**config.mk**
```make
export PLATFORM = sky130hd
export DESIGN_NAME = divider
export DESIGN_NICKNAME = d
export VERILOG_FILES = /design/src/rtl/ex_pkg.sv /design/src/rtl/div_step.sv /design/src/rtl/divider.sv
export SDC_FILE = /design/constraint.sdc
export NUM_CORES = 1
export LEC_CHECK = 0
export CAP_MARGIN = 0
export CORE_MARGIN = 5
export CORE_UTILIZATION = 35
export CTS_BUF_LIST = sky130_fd_sc_hd__clkbuf_8
export CTS_CLUSTER_SIZE = 12
export DETAILED_ROUTE_END_ITERATION = 6
export HOLD_SLACK_MARGIN = 0.03
export SYNTH_ARGS = -nofsm -noshare
export SYNTH_HDL_FRONTEND = slang
export SYNTH_SLANG_ARGS = --single-unit
```
**constraint.sdc**
```tcl
create_clock -name clk -period 4.1 [get_ports clk]
set_input_delay 0.82 -clock clk [delete_from_list [all_inputs] [get_ports clk]]
set_output_delay 0.82 -clock clk [all_outputs]
set_load 0.02 [all_outputs]
```
**src/rtl/ex_pkg.sv**
```systemverilog
// Shared EX-stage definitions: divider operation encoding, width and FSM states.
package ex_pkg;

  localparam int DIV_WIDTH = 32;

  // Operation encoding shared with the EX decoder.
  typedef enum logic [1:0] {
    DIV  = 2'd0,
    DIVU = 2'd1,
    REM  = 2'd2,
    REMU = 2'd3
  } div_op_e;

  // Divider control states.
  typedef enum logic [1:0] {
    IDLE   = 2'd0,
    CALC   = 2'd1,
    FINISH = 2'd2
  } div_state_e;

  // True for the signed flavours (DIV, REM).
  function automatic logic is_signed_op(input div_op_e op);
    return (op == DIV) || (op == REM);
  endfunction

endpackage

```
**src/rtl/div_step.sv**
```systemverilog
// One restoring-division iteration: shift {rem,quo} left by one, trial-subtract
// the divisor from the widened partial remainder and keep the difference if it
// did not borrow.
module div_step
  import ex_pkg::*;
#(
  parameter int WIDTH = DIV_WIDTH
) (
  input  logic [WIDTH-1:0] rem,
  input  logic [WIDTH-1:0] quo,
  input  logic [WIDTH-1:0] divisor,
  output logic [WIDTH-1:0] rem_next,
  output logic [WIDTH-1:0] quo_next
);

  logic [WIDTH:0] shifted_s;
  logic [WIDTH:0] diff_s;

  // The partial remainder is one bit wider than the operands, so a divisor of
  // 2^(WIDTH-1) or more cannot overflow the trial subtraction.
  assign shifted_s = {rem, quo[WIDTH-1]};
  assign diff_s    = shifted_s - {1'b0, divisor};

  // Keep the difference when no borrow occurred and record a 1 quotient bit.
  always_comb begin
    rem_next = shifted_s[WIDTH-1:0];
    quo_next = {quo[WIDTH-2:0], 1'b0};
    if (diff_s[WIDTH] == 1'b0) begin
      rem_next = diff_s[WIDTH-1:0];
      quo_next = {quo[WIDTH-2:0], 1'b1};
    end else begin
      rem_next = shifted_s[WIDTH-1:0];
      quo_next = {quo[WIDTH-2:0], 1'b0};
    end
  end

endmodule

```
**src/rtl/divider.sv**
```systemverilog
// Iterative radix-2 restoring divider for RV32M DIV/DIVU/REM/REMU.
// One quotient bit per cycle; divide-by-zero and signed overflow finish in the
// accept cycle without entering CALC.
module divider
  import ex_pkg::*;
#(
  parameter int WIDTH = DIV_WIDTH
) (
  input  logic             clk,
  input  logic             reset,
  input  logic [WIDTH-1:0] dividend,
  input  logic [WIDTH-1:0] divisor,
  input  logic             start,
  input  logic [1:0]       mode,
  output logic [WIDTH-1:0] result,
  output logic             busy,
  output logic             done
);

  localparam int CNT_W = $clog2(WIDTH);
  localparam logic [WIDTH-1:0] ALL_ZEROS = {WIDTH{1'b0}};
  localparam logic [WIDTH-1:0] ALL_ONES  = {WIDTH{1'b1}};
  localparam logic [WIDTH-1:0] MIN_NEG   = {1'b1, {(WIDTH-1){1'b0}}};
  localparam logic [CNT_W-1:0] CNT_ZERO  = {CNT_W{1'b0}};
  localparam logic [CNT_W-1:0] CNT_ONE   = {{(CNT_W-1){1'b0}}, 1'b1};
  localparam logic [CNT_W-1:0] CNT_LAST  = CNT_W'(WIDTH - 1);

  div_state_e       state_r, state_next_s;
  logic [CNT_W-1:0] count_r, count_next_s;
  logic [WIDTH-1:0] rem_r, rem_next_s;
  logic [WIDTH-1:0] quo_r, quo_next_s;
  logic [WIDTH-1:0] dvsr_r, dvsr_next_s;
  div_op_e          op_r, op_next_s;
  logic             neg_quo_r, neg_quo_next_s;
  logic             neg_rem_r, neg_rem_next_s;
  logic [WIDTH-1:0] result_r, result_next_s;
  logic             done_r, done_next_s;
  logic             busy_r, busy_next_s;

  div_op_e          mode_s;
  logic             signed_s;
  logic             sign_a_s;
  logic             sign_b_s;
  logic [WIDTH-1:0] step_rem_s;
  logic [WIDTH-1:0] step_quo_s;
  logic [WIDTH-1:0] quo_fixed_s;
  logic [WIDTH-1:0] rem_fixed_s;

  assign mode_s   = div_op_e'(mode);
  assign signed_s = is_signed_op(mode_s);
  assign sign_a_s = signed_s & dividend[WIDTH-1];
  assign sign_b_s = signed_s & divisor[WIDTH-1];

  // Sign fix-up applied at FINISH to the unsigned magnitude results.
  assign quo_fixed_s = neg_quo_r ? (-quo_r) : quo_r;
  assign rem_fixed_s = neg_rem_r ? (-rem_r) : rem_r;

  div_step #(.WIDTH(WIDTH)) u_step (
    .rem      (rem_r),
    .quo      (quo_r),
    .divisor  (dvsr_r),
    .rem_next (step_rem_s),
    .quo_next (step_quo_s)
  );

  // Next-state, datapath and registered-output decode.
  always_comb begin
    state_next_s   = state_r;
    count_next_s   = count_r;
    rem_next_s     = rem_r;
    quo_next_s     = quo_r;
    dvsr_next_s    = dvsr_r;
    op_next_s      = op_r;
    neg_quo_next_s = neg_quo_r;
    neg_rem_next_s = neg_rem_r;
    result_next_s  = result_r;
    done_next_s    = 1'b0;
    case (state_r)
      IDLE: begin
        if (start) begin
          if (divisor == ALL_ZEROS) begin
            // Divide by zero: quotient all-ones, remainder is the dividend.
            result_next_s = ((mode_s == DIV) || (mode_s == DIVU)) ? ALL_ONES : dividend;
            done_next_s   = 1'b1;
          end else if (signed_s && (dividend == MIN_NEG) && (divisor == ALL_ONES)) begin
            // Signed overflow: quotient wraps to MIN_NEG, remainder is zero.
            result_next_s = (mode_s == DIV) ? MIN_NEG : ALL_ZEROS;
            done_next_s   = 1'b1;
          end else begin
            op_next_s      = mode_s;
            neg_quo_next_s = sign_a_s ^ sign_b_s;
            neg_rem_next_s = sign_a_s;
            rem_next_s     = ALL_ZEROS;
            quo_next_s     = sign_a_s ? (-dividend) : dividend;
            dvsr_next_s    = sign_b_s ? (-divisor) : divisor;
            count_next_s   = CNT_LAST;
            state_next_s   = CALC;
          end
        end else begin
          state_next_s = IDLE;
        end
      end
      CALC: begin
        rem_next_s   = step_rem_s;
        quo_next_s   = step_quo_s;
        count_next_s = count_r - CNT_ONE;
        if (count_r == CNT_ZERO) begin
          state_next_s = FINISH;
        end else begin
          state_next_s = CALC;
        end
      end
      FINISH: begin
        case (op_r)
          DIV, DIVU: result_next_s = quo_fixed_s;
          REM, REMU: result_next_s = rem_fixed_s;
          default:   result_next_s = quo_fixed_s;
        endcase
        done_next_s  = 1'b1;
        state_next_s = IDLE;
      end
      default: begin
        state_next_s = IDLE;
      end
    endcase
    busy_next_s = (state_next_s != IDLE);
  end

  // State, datapath and output registers; async reset aborts any operation.
  always_ff @(posedge clk or negedge reset) begin
    if (!reset) begin
      state_r   <= IDLE;
      count_r   <= CNT_ZERO;
      rem_r     <= ALL_ZEROS;
      quo_r     <= ALL_ZEROS;
      dvsr_r    <= ALL_ZEROS;
      op_r      <= DIV;
      neg_quo_r <= 1'b0;
      neg_rem_r <= 1'b0;
      result_r  <= ALL_ZEROS;
      done_r    <= 1'b0;
      busy_r    <= 1'b0;
    end else begin
      state_r   <= state_next_s;
      count_r   <= count_next_s;
      rem_r     <= rem_next_s;
      quo_r     <= quo_next_s;
      dvsr_r    <= dvsr_next_s;
      op_r      <= op_next_s;
      neg_quo_r <= neg_quo_next_s;
      neg_rem_r <= neg_rem_next_s;
      result_r  <= result_next_s;
      done_r    <= done_next_s;
      busy_r    <= busy_next_s;
    end
  end

  assign result = result_r;
  assign busy   = busy_r;
  assign done   = done_r;

endmodule

```
Yosys cells after proc, flatten, opt, wreduce, memory -nomap -nowiden:

Index checks and enable logic that the tools add are counted.

* flip-flop bits (word level): 141
* logic and storage cells: 86
* output and inout bits: 34
* bits of input ports: 69

* $add $sub $neg: 6
* bitwise gates (word level): 5
* reduce and logical (&&, ||, !) cells: 17
* equality and inequality tests: 13
* mux-type cells: 34

Operators by type and width (count)
* $mux 32: 16
* $pmux 32 s2: 4
* $neg 32->32: 4
* $eq 32x32->1 const B: 2
* $sub 33x32->33: 1
* $logic_not 32->1: 1
* $mux 5: 3
* $pmux 5 s2: 1
* $eq 2x2->1 const B: 4
* $mux 2: 4
* $reduce_and 4->1: 2
* $eq 2x1->1 const B: 3
* $logic_not 2->1: 3
* $ne 2x2->1 const B: 3
* $reduce_bool 2->1: 3
* $logic_not 5->1: 1
* $sub 5x1->5 const B: 1
* $mux 1: 4
* $pmux 2 s2: 1
* $reduce_or 2->1: 2
* $ne 3x3->1 const B: 1
* $reduce_and 3->1: 1
* $and 1x1->1: 2
* $logic_and 1x1->1: 2
* 4 further kinds: 6

Logic depth before layout (Yosys ltp):

* depth after elaboration: 9
* gate-level depth with buffers: 13
* gate-level depth less buffers: 11

Modules after synthesis:

Synthesis repeated with hierarchy kept, for this count alone.

* cells, all modules: 1444
* area, all modules: 11815.1 sq um

By module, submodules not included
* divider: sequential area each 3503.4 sq um, cells an instance 1102, area an instance 9326.4 sq um, times used 1
* div_step: sequential area each 0.0 sq um, cells an instance 342, area an instance 2488.6 sq um, times used 1

Least setup slack after synthesis:

Ideal clock, no wire load.

* kind: reg-to-reg
* from: reg quo_r[31]
* to: reg rem_r[20]
* cell stages (with the launch flop): 14
* required time: 3.968 ns
* buffers on the path: 2
* data arrival time: 3.067 ns
* clock period less this slack: 3.200 ns
* setup time: 0.132 ns
* path slack: 0.900 ns
* path through: dfrtp_1 -> inv_1 -> ha_1 -> fa_1 -> nand2b_1 -> a21o_1 -> a211o_1 -> a2111o_1 -> a21o_1 -> a311oi_2 -> buf_6 -> buf_12 -> mux2i_1 -> o21ai_1

* cells in the longest elaborated chain, start to end: 3

RTL lines
* start, declared: RTL line divider.sv:31 `logic [WIDTH-1:0] quo_r, quo_next_s;`
* start signal, assigned: RTL line divider.sv:147 `quo_r <= quo_next_s;`
* $sub 33x32->33: RTL line div_step.sv:22 `assign diff_s = shifted_s - {1'b0, divisor};`
* $mux 32: RTL line div_step.sv:28 `if (diff_s[WIDTH] == 1'b0) begin`
* $pmux 32 s2: RTL line divider.sv:78 `case (state_r)`
* end signal, assigned: RTL line divider.sv:146 `rem_r <= rem_next_s;`
* end, declared: RTL line divider.sv:30 `logic [WIDTH-1:0] rem_r, rem_next_s;`

No other way between the ends.
A chain may end at the register's enable or synchronous reset.

Worst setup path in the final report:

* from: reg quo_r[31]
* to: reg rem_r[30]

Same word-level chain as after synthesis.

==> out/qor.yml <==
outcome: "finished, final reports clean"
synth-main-ff-cell: "dfrtp_1"
hold_buffers: 0
synth_cell_types: 80
cp_common_cell: "a21o_1"
numCtsBuffers: 17
synth_edf_count: 0
wire_per_inst_um: 18.17
p_leak_nw: 5.057
path_max_fanout: 35
dp_hpwl_um: 25640
synth_nets: 1476
cts_max_path_buffers: 2
post-cts-setup-buffers: 0
vdd_drop_max_mv: 0.5276
cts.sinks: 140
slowest_stage: "a2111o_1"
grtUsageMet2_pct: 30.18
htreeDepth: 4
rsz0062_at_grt: "false"
design_area_um2: 12950
grt_pass1_vias: 10097
stdcell_count: 1863
finalCritPeriodShare_pct: 91.10
portBuffers: 102
worst_ep_arrival_time_ps: 4120
route.detailed.drc: 0
layout_setup_ws_ps: 364.8
worstSetupStartpointType: "flip-flop"
grt_use_met3_pct: 3.770
cpPeakStageDelay_ps: 500
endpoint_kind: "flip-flop"
insertion_delay_ps: 460
hp-class: "primary input to asynchronous set/reset pin"
yosysSeqAreaShare_pct: 31.93
period_needed_ps: 3735
mostFrequentLayoutCell: "nand2_1"
area_growth_pct: 18.05
netlist.top_cell.by_area: "dfrtp_1"
clockRootBuffer: "clkbuf_8"
crit_chain: "inv_1 -> ha_1 -> fa_1 -> nand2b_1 -> a21o_1 -> a211o_1 -> a2111o_1 -> a21o_1 -> a311oi_4 -> buf_12 -> mux2_2 -> o211ai_2"
tns_ps: 0
rows: 64
dpl_worst_slack_ps: 149.0
drt-total-wl_um: 33860
firstDrtPassIters: 6
fin_util_pct: 42.13
placed_cell_area_um2: 12560
powerDensity_nw_per_um2: 834.7
finalPower_mw: 10.81
synth_top_area_share_pct: 31.93
drt_iter0_markers: 907
cts.repair.resized: 0
clock.fmax_ghz: 0.2677
postRouteAntennaNets: 0
gp_congestion: 0.8835
grt_busiest_layer: "met2"
synthArstFlopShare_pct: 100.0
hold_viol: 0
slew_headroom_pct: 32.09
nFillCells: 3143
die_h_um: 187.1
worst_pin_slew_ps: 1009
grt_max_degree: 83
gr-usage-all-layers_pct: 19.32
diodes: 0
vias: 10393
final_cell_mix: "nand2_1, dfrtp_1, o21ai_0"
grt_pass1_wl_um: 55720
vias_per_cell: 5.579
critPathKind: "flip-flop to flip-flop"
nets: 1562
cts_tree: "done"
dp.cells: 1831
grtUsageMet1_pct: 27.88
ios: 103
drive_above_1_share_pct: 7.021
whs_ps: 379.0
setup_viol: 0
regArea_um2: 3503
synth_area_leaders: "dfrtp_1, xnor2_1, o21ai_0"
cpLargestDelayFamily: "compound AO/OA/AOI/OAI gates"
required_ps: 4480
maxCapViolations: 0
start_util_pct: 35.69
synth_cells: 1368
syn_area_um2: 10970
cp_num_buf_inv: 2
cts.clk_slew.worst_paths_ps: 100
multi_input_area_um2: 6910
slew_viol_final: 0
die_w_um: 187.1
finClkSkew_ps: 16.77
grt.overflow.total: 0
avgSynthCellArea_um2: 8.021
ys_warn_count: 0
core-area_um2: 30750
ys_ff_latch: 140
die_area_um2: 34990
antenna_found_initial: 0
[per-layer routing]
| metal | wire length (um) | vias to the layer above |
|---|---|---|
| li1 | - | 5103 |
| met4 | 497 | 0 |
| met5 | 0 | - |
| met1 | 16200 | 4930 |
| met2 | 15090 | 329 |
| met3 | 2082 | 31 |
[Yosys cell counts (4+ instances only)]
cell type and count:
a21oi_1 76, nand2b_1 17, nand2_1 163, or3_1 8, o21a_1 5, o21bai_1 5
nor2_1 127, o21ai_0 132, a211oi_1 7, buf_2 14, nand3_1 23, or4_1 16
mux2i_1 26, o2111ai_1 4, or2_2 4, nor3b_1 4, o31ai_1 29, ha_1 38
nor3_1 25, a21o_1 14, nor4_1 11, dfrtp_1 140, o22ai_1 29, nor2b_1 9
clkbuf_1 53, xor2_1 62, mux2_2 5, a31oi_1 20, nand4_1 20, o21ai_1 20
o211ai_1 25, xnor2_1 82, o41ai_1 15, inv_1 63
[worst register-to-register path, delay by kind of cell (launching register included)]
kind | cells | cell delay, ps
flip-flops | 1 | 420
AND/OR/NAND/NOR | 1 | 190
AO/OA/AOI/OAI | 6 | 1660
multiplexers | 1 | 380
buffers and inverters | 2 | 390
adder cells (fa/ha/maj) | 2 | 630
[logic make-up after synthesis]
family,count (synthesis),share of synthesized area (%)
muxes,31,2.885
adders and majority gates,39,4.515
buffers and inverters,139,5.371
and+or+nand+nor,453,19.62
DFF,140,31.93
xor gates and xnor gates,144,11.49
AOI/OAI and AO/OA,422,24.18
[report_power, final]
group | total, mW | internal [mW] | switching [mW]
clock | 1.15 | 0.557 | 0.597
sequential | 2.76 | 1.99 | 0.765
combinational | 6.90 | 2.96 | 3.94
total | 10.8 | 5.51 | 5.30
[area by class of cell]
class                      count  share of cell area (%)
inverter                      64                   1.855
sequential                   140                   27.05
clock buffer                  18                   1.912
clock inverter                14                   1.130
multi-input combinational   1089                   53.35
tap                          396                   3.825
timing repair buffer         142                   10.89
[registers in the layout, summed over array words and instances, names as in the netlist]
| register | flops |
|---|---|
| done | 1 |
| quo_r | 32 |
| result | 32 |
| state_r | 2 |
| op_r | 1 |
| neg_quo_r | 1 |
| rem_r | 32 |
| count_r | 5 |
| dvsr_r | 32 |
| busy | 1 |
| neg_rem_r | 1 |
[path summary, 6_finish.rpt]
| path | endpoint | cells after the start | slack (ps) | startpoint |
|---|---|---|---|---|
| worst max-delay path | rem_r[30] | 12 | 360 | quo_r[31] |
| worst min-delay path | result[9] | 1 | 380 | reset |
| worst max register to register | rem_r[30] | 12 | 360 | quo_r[31] |
| worst min register to register | dvsr_r[23] | 2 | 480 | dvsr_r[23] |
| max in group asynchronous | dvsr_r[21] | 2 | 2900 | reset |
| min in group clk | dvsr_r[23] | 2 | 480 | dvsr_r[23] |
Note: power is estimated with default switching activity, not from simulation.
